`src/rtl/id_hazard_scoreboard.sv`:
```
// -----------------------------------------------------------------------------
// id_hazard_scoreboard
//
// Per-register scoreboard that sits beside the ID stage and decides whether
// the decoded instruction may issue. Every in-flight destination register
// carries a pending bit and a remaining-latency countdown. A source operand
// whose producer is still counting down raises a RAW hazard. A write whose
// result would land before an older in-flight write to the same register
// raises a WAW hazard. A countdown of all-ones marks a variable-latency
// producer (divider) that waits for var_done_i.
//
// Ports
//   clk            clock
//   rst            asynchronous active-high reset
//   hold_i         backend stall: freezes countdowns, blocks issue
//   issue_valid_i  ID holds a decoded instruction
//   issue_we_i     instruction writes a register
//   issue_waddr_i  destination register
//   issue_lat_i    cycles until forwardable (all-ones = variable)
//   rd_en_i        per read port "operand is used"
//   rd_addr_i      packed source addresses, port i at [i*AW +: AW]
//   var_done_i     variable-latency result ready
//   var_addr_i     register produced by var_done_i
//   wb_valid_i     writeback commits to the register file
//   wb_addr_i      committed register
//   stallreq_o     ID must stall this cycle (combinational)
//   issue_fire_o   instruction leaves ID this cycle
//   port_hazard_o  per read port RAW hazard
//   busy_cnt_o     number of pending registers (registered)
// -----------------------------------------------------------------------------
module id_hazard_scoreboard #(
  parameter int NREG = 32,
  parameter int AW   = 5,
  parameter int NRD  = 2,
  parameter int CW   = 3
) (
  input  logic              clk,
  input  logic              rst,
  input  logic              hold_i,
  input  logic              issue_valid_i,
  input  logic              issue_we_i,
  input  logic [AW-1:0]     issue_waddr_i,
  input  logic [CW-1:0]     issue_lat_i,
  input  logic [NRD-1:0]    rd_en_i,
  input  logic [NRD*AW-1:0] rd_addr_i,
  input  logic              var_done_i,
  input  logic [AW-1:0]     var_addr_i,
  input  logic              wb_valid_i,
  input  logic [AW-1:0]     wb_addr_i,
  output logic              stallreq_o,
  output logic              issue_fire_o,
  output logic [NRD-1:0]    port_hazard_o,
  output logic [AW:0]       busy_cnt_o
);

  localparam logic [CW-1:0] CNT_VAR = '1;

  logic [NREG-1:0] pend_q, pend_d;
  logic [CW-1:0]   cnt_q [NREG];
  logic [CW-1:0]   cnt_d [NREG];
  logic [AW:0]     busy_q, busy_d;
  logic            waw_hazard;

  // Hazard lookup compares each address against every tracked register
  // instead of indexing, so NREG < 2^AW never reads past the array.
  // NOTE: every output of a combinational block gets a default first, so no
  // path can leave it unassigned and infer a latch.
  always_comb begin
    port_hazard_o = '0;
    waw_hazard    = 1'b0;
    for (int i = 0; i < NRD; i++) begin
      for (int r = 1; r < NREG; r++) begin
        if (rd_en_i[i] && rd_addr_i[i*AW +: AW] == AW'(r) &&
            pend_q[r] && cnt_q[r] != '0) begin
          port_hazard_o[i] = 1'b1;
        end
      end
    end
    // An older write still further out than the new one would overwrite the
    // newer result; all-ones is numerically the largest count already.
    for (int r = 1; r < NREG; r++) begin
      if (issue_valid_i && issue_we_i && issue_waddr_i == AW'(r) &&
          pend_q[r] && cnt_q[r] > issue_lat_i) begin
        waw_hazard = 1'b1;
      end
    end
  end

  assign stallreq_o   = issue_valid_i & ((|port_hazard_o) | waw_hazard);
  assign issue_fire_o = issue_valid_i & ~stallreq_o & ~hold_i;
  assign busy_cnt_o   = busy_q;

  // Per-register next state; priority issue > var_done > wb clear > countdown.
  always_comb begin
    pend_d   = '0;
    cnt_d[0] = '0;
    busy_d   = '0;
    for (int r = 1; r < NREG; r++) begin
      pend_d[r] = pend_q[r];
      cnt_d[r]  = cnt_q[r];
      if (issue_fire_o && issue_we_i && issue_waddr_i == AW'(r)) begin
        pend_d[r] = 1'b1;
        cnt_d[r]  = issue_lat_i;
      end else if (var_done_i && var_addr_i == AW'(r) &&
                   pend_q[r] && cnt_q[r] == CNT_VAR) begin
        cnt_d[r] = '0;
      end else if (wb_valid_i && wb_addr_i == AW'(r)) begin
        pend_d[r] = 1'b0;
        cnt_d[r]  = '0;
      end else if (!hold_i && pend_q[r] &&
                   cnt_q[r] != '0 && cnt_q[r] != CNT_VAR) begin
        cnt_d[r] = cnt_q[r] - CW'(1);
      end
      busy_d = busy_d + {{AW{1'b0}}, pend_d[r]};
    end
  end

  // NOTE: the countdown array is a handful of flops, not a RAM, so it is
  // reset like any other state; a reset mid-operation must drop all hazards.
  // NOTE: sequential state uses non-blocking assignments only, so every
  // register samples the pre-edge values regardless of statement order.
  always_ff @(posedge clk or posedge rst) begin
    if (rst) begin
      pend_q <= '0;
      busy_q <= '0;
      for (int r = 0; r < NREG; r++) cnt_q[r] <= '0;
    end else begin
      pend_q <= pend_d;
      busy_q <= busy_d;
      for (int r = 0; r < NREG; r++) cnt_q[r] <= cnt_d[r];
    end
  end

endmodule

```
`config.mk`:
```
export PLATFORM = sky130hd
export DESIGN_NAME = id_hazard_scoreboard
export DESIGN_NICKNAME = d
export VERILOG_FILES = /design/src/rtl/id_hazard_scoreboard.sv
export SDC_FILE = /design/constraint.sdc
export NUM_CORES = 1
export LEC_CHECK = 0
export BUFFER_PORTS_ARGS = -buffer_cell sky130_fd_sc_hd__buf_4
export CAP_MARGIN = 20
export CORE_MARGIN = 1.5
export CORE_UTILIZATION = 58
export DETAILED_ROUTE_END_ITERATION = 7
export MAX_ROUTING_LAYER = met4
export PLACE_DENSITY = 0.78
export SLEW_MARGIN = 30
export SYNTH_ARGS = -nofsm -noshare
export SYNTH_HDL_FRONTEND = slang
export SYNTH_SLANG_ARGS = --single-unit
```
`constraint.sdc`:
```
create_clock -name clk -period 7.2 [get_ports clk]
set_input_delay 0.72 -clock clk [delete_from_list [all_inputs] [get_ports clk]]
set_output_delay 0.72 -clock clk [all_outputs]
set_load 0.01 [all_outputs]
```
Yosys cells after proc, flatten, opt, wreduce, memory -nomap -nowiden
Index checks and enable logic that the tools add are counted.
{"block": "classes", "add_sub_neg": 61, "n_lt_le_gt_ge": 31, "eq_ne": 217, "n_mux": 310, "bitwise_logic": 6, "n_reduce_logical": 593}
{"operator": "$logic_and A1 B1 Y1", "n": 529}
{"operator": "$eq A5 B5 Y1 const B", "n": 80}
{"operator": "$mux W3", "n": 124}
{"operator": "$eq A5 B4 Y1 const B", "n": 40}
{"operator": "$mux W1", "n": 186}
{"operator": "$add A6 B1 Y6", "n": 25}
{"operator": "$reduce_bool A4 Y1", "n": 31}
{"operator": "$eq A5 B3 Y1 const B", "n": 20}
{"operator": "$eq A3 B3 Y1 const B", "n": 31}
{"operator": "$gt A3 B3 Y1", "n": 31}
{"operator": "$ne A3 B3 Y1 const B", "n": 31}
{"operator": "$reduce_bool A3 Y1", "n": 31}
{"operator": "$sub A3 B1 Y3 const B", "n": 31}
{"operator": "$eq A5 B2 Y1 const B", "n": 10}
{"operator": "$eq A5 B1 Y1 const B", "n": 5}
{"operator": "$add A5 B1 Y6", "n": 1}
{"operator": "$add A4 B1 Y5", "n": 1}
{"operator": "$add A3 B1 Y4", "n": 1}
{"operator": "$add A2 B1 Y3", "n": 1}
{"operator": "$and A1 B1 Y1", "n": 3}
{"operator": "$add A1 B1 Y2", "n": 1}
{"operator": "$not A1 Y1", "n": 2}
{"operator": "$reduce_or A2 Y1", "n": 1}
{"operator": "$logic_not A1 Y1", "n": 1}
{"operator": "$or A1 B1 Y1", "n": 1}
{"block": "word_totals", "ff_bits": 130, "input_bits": 37, "out_inout_bits": 10, "word_cells": 1251}

Depth between registers and ports, before layout
Gate-level depths: netlist (run 1).
{"block": "depth", "word_depth": 74, "ltp_mapped": 29, "ltp_nobuf": 27}

Worst setup path before layout (run 1)
OpenSTA, ideal clock, no wires.
{"block": "synth_timing", "kind": "in2reg", "startpoint": "input port issue_lat_i[1]", "endpoint": "register busy_q[4], in the netlist busy_cnt_o[4]", "setup_ps": 80, "t_arrival_ps": 8083, "required_time_ps": 7120, "slack_ps": -963, "path_stages": 29, "n_path_buf": 2, "path_cell_list": "inv_1 -> clkbuf_1 -> ha_1 -> nor2b_1 -> o21ai_0 -> a21oi_1 -> nor4_1 -> nand4_1 -> nor4_4 -> buf_4 -> nand3_1 -> nand3_1 -> fa_1 -> fa_1 -> inv_1 -> fa_1 -> inv_1 -> fa_1 -> fa_1 -> inv_1 -> fa_1 -> inv_1 -> fa_1 -> inv_1 -> fa_1 -> inv_1 -> a21o_1 -> a21oi_1 -> xnor2_1"}
{"block": "synth_via", "elab_chain_len": 71, "elab_cells_between_ends": 191, "classes_between": "add/sub: 30; order compare: 31; mux: 62; bitwise: 5; reduce/logical: 63"}
{"item": "from (decl)", "line_no": "43", "rtl": "input logic [CW-1:0] issue_lat_i,"}
{"item": "$gt A3 B3 Y1", "line_no": "83", "rtl": "pend_q[r] && cnt_q[r] > issue_lat_i) begin"}
{"item": "$logic_and A1 B1 Y1", "line_no": "83"}
{"item": "$mux W1 (30 in series)", "line_no": "82", "rtl": "if (issue_valid_i && issue_we_i && issue_waddr_i == AW'(r) &&"}
{"item": "$mux W1 *", "line_no": "82"}
{"item": "$or A1 B1 Y1 *", "line_no": "89", "rtl": "assign stallreq_o = issue_valid_i & ((|port_hazard_o) | waw_hazard);"}
{"item": "$and A1 B1 Y1 *", "line_no": "89"}
{"item": "$not A1 Y1 *", "line_no": "90", "rtl": "assign issue_fire_o = issue_valid_i & ~stallreq_o & ~hold_i;"}
{"item": "$and A1 B1 Y1 * (2 in series)", "line_no": "90"}
{"item": "[3 not listed]"}
{"item": "via pend_d[2]", "line_no": "58", "rtl": "logic [NREG-1:0] pend_q, pend_d;"}
{"item": "$add A1 B1 Y2 *", "line_no": "114", "rtl": "busy_d = busy_d + {{AW{1'b0}}, pend_d[r]};"}
{"item": "$add A2 B1 Y3 *", "line_no": "114"}
{"item": "$add A3 B1 Y4 *", "line_no": "114"}
{"item": "$add A4 B1 Y5 *", "line_no": "114"}
{"item": "$add A5 B1 Y6 *", "line_no": "114"}
{"item": "$add A6 B1 Y6 * (25 in series)", "line_no": "114"}
{"item": "via busy_d[4]", "line_no": "61", "rtl": "logic [AW:0] busy_q, busy_d;"}
{"item": "to (signal assigned)", "line_no": "129", "rtl": "busy_q <= busy_d;"}
{"item": "to (decl)", "line_no": "61"}
The timed path passes the listed nets; every way through them passes the cells marked *.
A chain may end at the register's enable or synchronous reset.

Worst setup path after layout (run 1)
{"block": "layout_timing", "startpoint": "register cnt_q[6] in the netlist's numbering", "endpoint": "register busy_q[4], in the netlist busy_cnt_o[4]"}
{"block": "layout_via", "elab_chain_len": 44, "elab_cells_between_ends": 116, "classes_between": "add/sub: 30; order compare: 1; eq/ne: 1; mux: 41; bitwise: 5; reduce/logical: 38"}
{"item": "from (decl)", "line_no": "59", "rtl": "logic [CW-1:0] cnt_q [NREG];"}
{"item": "parallel branches: the longest is 43 deep, another holds $gt A3 B3 Y1"}
{"item": "$add A6 B1 Y6 *", "line_no": "114"}
{"item": "via busy_d[4]", "line_no": "61"}
Mark *: on every way through the listed nets, which the timed path passes.

==> results_dict.tcl, run 1 <==
set metrics [dict create \
    status "finished clean" \
    grt_usage_pct 39.37 \
    power_density_nw_per_um2 302.4 \
    max-vdd-ir-drop_mv 0.1832 \
    rr_worst_depth 27 \
    p_comb_share_pct 52.6 \
    synth.avg_cell_area_um2 8.619 \
    first_pass_iters 6 \
    rrSetupSlack_ns 0.14 \
    max_clock_freq_mhz 141.7 \
    reg2reg_to "busy_cnt_o[4]" \
    placed_area_um2 14770 \
    dp_hpwl_um 33900 \
    core_um2 21820 \
    p_int_mw 2.741 \
    clock_latency_ns 0.44 \
    ys_ff_latch 130 \
    crit_end "busy_cnt_o[4]" \
    antenna_found_initial 0 \
    slew_headroom_pct 49.14 \
    ctsHoldBuffers 0 \
    final_common_cell "buf_4" \
    synth_cell_type_count 60 \
    drtAntennaViolNets 0 \
    path_class "flop to flop" \
    yosys.area.top_type "dfrtp_1" \
    cts_buffer_depth 2 \
    drc 0 \
    yosysSeqAreaShare_pct 25.26 \
    die_w_um 152.0 \
    sw_frac_of_total_pct 42.04 \
    wl_um 44420 \
    min_period_ns 7.055 \
    dieArea_um2 23100 \
    maxCapViolations 0 \
    synthDominantCellAreaShare_pct 25.26 \
    start_util_pct 59.00 \
    setup_ws_ns 0.1449 \
    yosysWarnings 0 \
    num_io_pins 47 \
    cp-startpoint "cnt_q[6]" \
    place_congestion 1.037 \
    seqPwrFrac_pct 28.6 \
    syn_to_final_growth_pct 21.48 \
    place.port_buffers 46 \
    fin_hold_ws_ns 0.3482 \
    syn-instance-count 1494 \
    clock_skew_ns 0.01265 \
    p_leak_nw 7.880 \
    layout-drive-gt1-share_pct 20.84 \
    yosys-top-cells-area "dfrtp_1 (25%), ha_1 (19%), mux2_2 (4.5%)" \
    p_switching_mw 1.988 \
    diodes 0 \
    grt_max_degree 74 \
    fin_crit_sh_pct 97.99 \
    die-height_um 152.0 \
    setup_viol 0 \
    start_kind "flop" \
    cts_buffers 17 \
    rr_startpoint "cnt_q[6]" \
    clkTransAtPathRegs_ns 0.06 \
    most-common-layout-cells "buf_4 (207), ha_1 (191), nand2_1 (145)" \
    wl_per_cell_um 22.34 \
    hold_path.class "primary input to async pin" \
    tritoncts "built" \
    synth_nets 1747 \
    drt_iter0_drc 1227 \
    grt_pass1_wl_um 68330 \
    via_per_inst 6.323 \
    vias 12570 \
    grt_setup_unrepaired "true" \
    synth-edff-count 0 \
    final_util_pct 71.68 \
    hold_viol 0 \
    crit_arrival_ns 7.41 \
    async_reset_ff_share_pct 100.0 \
    cp.required_ns 7.55 \
    grt-ovfl-total 0 \
    root_buffer "clkbuf_16" \
    cts.sink_count 130 \
    htree_levels 4 \
    synthFlopType "dfrtp_1" \
    finalPower_mw 4.730 \
    grt_pass1_vias 12290 \
    post-place-ws_ns -0.5841 \
    synthesis.area_um2 12880 \
    rows 54 \
    num-nets-final 1950 \
    slew_violations 0 \
    postLayoutCellArea_um2 15640 \
    setup.worst_path.end_class "flop" \
    clkPwrFrac_pct 18.7 \
    crit_fanout 7 \
    tightest_slew_ns 0.7600 \
]
## final cells by class
type | count | area (um2)
clock inverter | 8 | 105.1
clock buffer | 22 | 464.2
multi-input combinational | 1176 | 9064
fill | 1636 | 6181
timing repair buffer | 223 | 1834
inverter | 149 | 571.8
tap | 280 | 350.3
sequential | 130 | 3253
## worst max-delay path: stages, from the launching register on
cell      delay, ns
dfrtp_1        0.37
inv_1          0.08
ha_1           0.15
inv_1          0.04
o21ai_1        0.44
mux2i_1        0.17
a311oi_1       0.38
a311oi_2       0.28
nor4_4         0.41
buf_6          0.21
nand3_2        0.08
and3_4         0.17
fa_1           0.49
fa_1           0.44
fa_1           0.56
inv_2          0.04
fa_1           0.50
fa_1           0.51
inv_2          0.04
fa_1           0.48
inv_1          0.05
fa_2           0.34
inv_2          0.07
fa_2           0.21
inv_1          0.05
a21o_1         0.16
a21oi_2        0.13
xnor2_1        0.12
## power groups by stage
stage	Combinational, mW	Sequential (mW)	Clock [mW]
5_1_grt	2.82	1.39	0.914
6_report	2.49	1.35	0.887
2_1_floorplan	1.69	1.27	0
3_5_place_dp	2.39	1.35	0
4_1_cts	2.43	1.34	0.880
3_3_place_gp	2.26	1.33	0
## worst min path at each step
stage	endpoint	slack [ns]	cells after the start	start
2_1_floorplan	pend_q[21]	0.51	2	pend_q[21]
3_3_place_gp	pend_q[21]	0.56	2	pend_q[21]
3_5_place_dp	pend_q[29]	0.57	2	pend_q[29]
4_1_cts	cnt_q[79]	0.38	2	rst
5_1_grt	cnt_q[79]	0.40	2	rst
6_report	cnt_q[79]	0.35	2	rst
## state kept, by name, summed over array words and instances, names as in the netlist
register / flops
cnt_q: 93
busy_cnt_o: 6
pend_q: 31
## per-layer routing
| layer | up-vias | share of wire [%] | global-route usage, % |
|---|---|---|---|
| met5 | - | 0 | - |
| li1 | 5622 | - | - |
| met4 | 0 | 7.0 | 23.72 |
| met2 | 709 | 44 | 58.72 |
| met3 | 227 | 11 | 10.55 |
| met1 | 6013 | 38 | 47.63 |
## metrics by stage
stage / TNS [ns] / std cells
2_1_floorplan: -1.239 / 1494
3_3_place_gp: -1.209 / 1950
3_5_place_dp: -2.167 / 1950
4_1_cts: 0 / 1986
5_1_grt: -0.1223 / 1988
6_report: 0 / 1988
## Yosys cell counts (all sizes together) (38+ instances only)
cell type and instances:
nand4 61, o21ai 50, nor2 121, nor2b 43, inv 149, and2 38
dfrtp 130, nand3 106, mux2 65, ha 193, nor3 38, nand2 145
## cell families after synthesis
kind of cell | synth area share (%)
flops | 25.26
fa+ha+maj | 22.33
buf+inv | 5.646
simple gates | 24.64
xor+xnor | 4.421
mux | 8.425
compound gates | 9.270
## what timing repair did
action | CTS | global route
resized for setup | 21 | 40
cloned | 1 | 1
pin swaps | 11 | 29
setup endpoints to repair | 3 | 5
buffers inserted | 5 | 1
No activity file was read; power rests on OpenSTA's default activity.
==> inputs of run 2 (changes only) <==
==> constraint.sdc (replaced) <==
create_clock -name clk -period 7.2 [get_ports clk]
set_input_delay 0 -clock clk [delete_from_list [all_inputs] [get_ports clk]]
set_output_delay 0 -clock clk [all_outputs]
set_load 0.01 [all_outputs]
==> run 2 against run 1 <==
Sequential share of layout area up 0.69 points; hold slack worse by 0.31 ns; setup slack better by 0.040 ns; first-iteration DRC count up 14%; critical path depth up 2; global-route usage down 0.81 points; clock skew shrank 0.0040 ns; register-to-register slack better by 0.04 ns; critical endpoint unchanged; sequential power is essentially flat; via count decreased by 1.8%; total power is 0.60% lower; die area did not move; critical path type unchanged.
==> results_dict.tcl, run 2 (synthesis gave the netlist of run 1 again) <==
set metrics [dict create \
    grt_pass1_wl_um 67430 \
    setup_viol 0 \
    hold_path.class "primary input to flop" \
    grt_setup_unrepaired "false" \
    grt_max_degree 67 \
    path_class "flop to flop" \
    path_buf_inv 10 \
    place.port_buffers 46 \
    min_period_ns 7.015 \
    max_clock_freq_mhz 142.6 \
    postLayoutCellArea_um2 15140 \
    largest_reg_flops 93 \
    finalPower_mw 4.702 \
    crit_family "adder cells" \
    tritoncts "built" \
    max-vdd-ir-drop_mv 0.2033 \
    drt_iter0_drc 1401 \
    num-nets-final 1889 \
    start_util_pct 59.00 \
    die_w_um 152.0 \
    first_pass_iters 6 \
    dp.cells 1885 \
    crit_arrival_ns 7.38 \
    grt_pass1_vias 12180 \
    num_io_pins 47 \
    tightest_slew_ns 0.9527 \
    drtAntennaViolNets 0 \
    clock_latency_ns 0.44 \
    final_util_pct 69.39 \
    largest_register "cnt_q" \
    crit_fanout 7 \
    cp.required_ns 7.56 \
    drc 0 \
    placed_area_um2 14240 \
    clock_skew_ns 0.008602 \
    root_buffer "clkbuf_16" \
    dieArea_um2 23100 \
    clkTransAtPathRegs_ns 0.06 \
    wl_per_cell_um 22.43 \
    slowest_stage "fa_1" \
    hold_viol 0 \
    dp_hpwl_um 32320 \
    slowest_delay_ns 0.53 \
    via_per_inst 6.395 \
    fin_crit_sh_pct 97.43 \
    most-common-layout-cells "ha_1 (190), buf_4 (153), inv_1 (146)" \
    cp_common_cell "inv_1" \
    syn_to_final_growth_pct 17.61 \
    vias 12340 \
    p_leak_nw 7.583 \
    fin_hold_ws_ns 0.03380 \
    layout-drive-gt1-share_pct 18.45 \
    grt_usage_pct 38.56 \
    slew_violations 0 \
    htree_levels 4 \
    wl_um 43290 \
    power_density_nw_per_um2 310.5 \
    antenna_found_initial 1 \
    slew_headroom_pct 36.25 \
    tns_ns 0 \
    setup_ws_ns 0.1854 \
    final_common_cell "ha_1" \
    status "finished clean" \
    place_congestion 1.101 \
    die-height_um 152.0 \
    maxCapViolations 0 \
    rows 54 \
    grt-ovfl-total 0 \
    finalNonFillerCells 1930 \
    post-place-ws_ns -0.2242 \
    setup.worst_path.end_class "flop" \
    cts_buffer_depth 2 \
    cts_buffers 17 \
    start_kind "flop" \
    core_um2 21820 \
    cts.sink_count 130 \
]
-- run 2: cell count changes in the layout (fill, tap and decap cells not counted), sizes merged --
cell	delta
diode	+2
clkinv	+2
buf	-62
dlygate4sd3	+2
clkbuf	-4
clkinvlp	+2
-- run 2: final cells by class --
class / instances / area, um2
sequential: 130 / 3253
fill: 1683 / 6680
multi-input combinational: 1176 / 9101
clock buffer: 19 / 452.9
timing repair buffer: 162 / 1282
clock inverter: 12 / 133.9
antenna: 2 / 5.005
tap: 280 / 350.3
inverter: 149 / 564.3
-- run 2: repair_timing --
action                     CTS  global route
buffers inserted             2             8
gates resized for setup     15            46
setup endpoints to repair    5             5
hold buffers                 2             0
hold endpoints to repair    67             0
pin swaps                    1            21
-- run 2: path summary, 6_finish.rpt --
path | from | slack (ns) | endpoint | cells past startpoint
setup / recovery | cnt_q[7] | 0.19 | busy_cnt_o[4] | 29
hold / removal | issue_lat_i[1] | 0.03 | cnt_q[37] | 4
setup reg to reg | cnt_q[7] | 0.19 | busy_cnt_o[4] | 29
hold reg to reg | pend_q[29] | 0.58 | pend_q[29] | 2
max in group asynchronous | rst | 5.91 | cnt_q[20] | 4
min in group asynchronous | rst | 0.20 | cnt_q[80] | 3
-- run 2: where the power goes --
part	switching, mW	internal, mW
clock network	0.372	0.527
registers	0.323	1.03
logic	1.28	1.17
-- run 2: routing by layer --
metal	global-route usage, %	vias up	part of all wire [%]	wire (um)
met3	9.070	231	9.7	4205
met5	-	-	0	0
li1	-	5495	-	-
met2	59.30	716	45	19630
met1	47.02	5900	39	16790
met4	20.48	0	6.1	2651
-- run 2: worst min-delay path, cell delays in order --
cell and delay (ns):
buf_4 0.09, inv_2 0.04, buf_12 0.16, mux2i_1 0.12
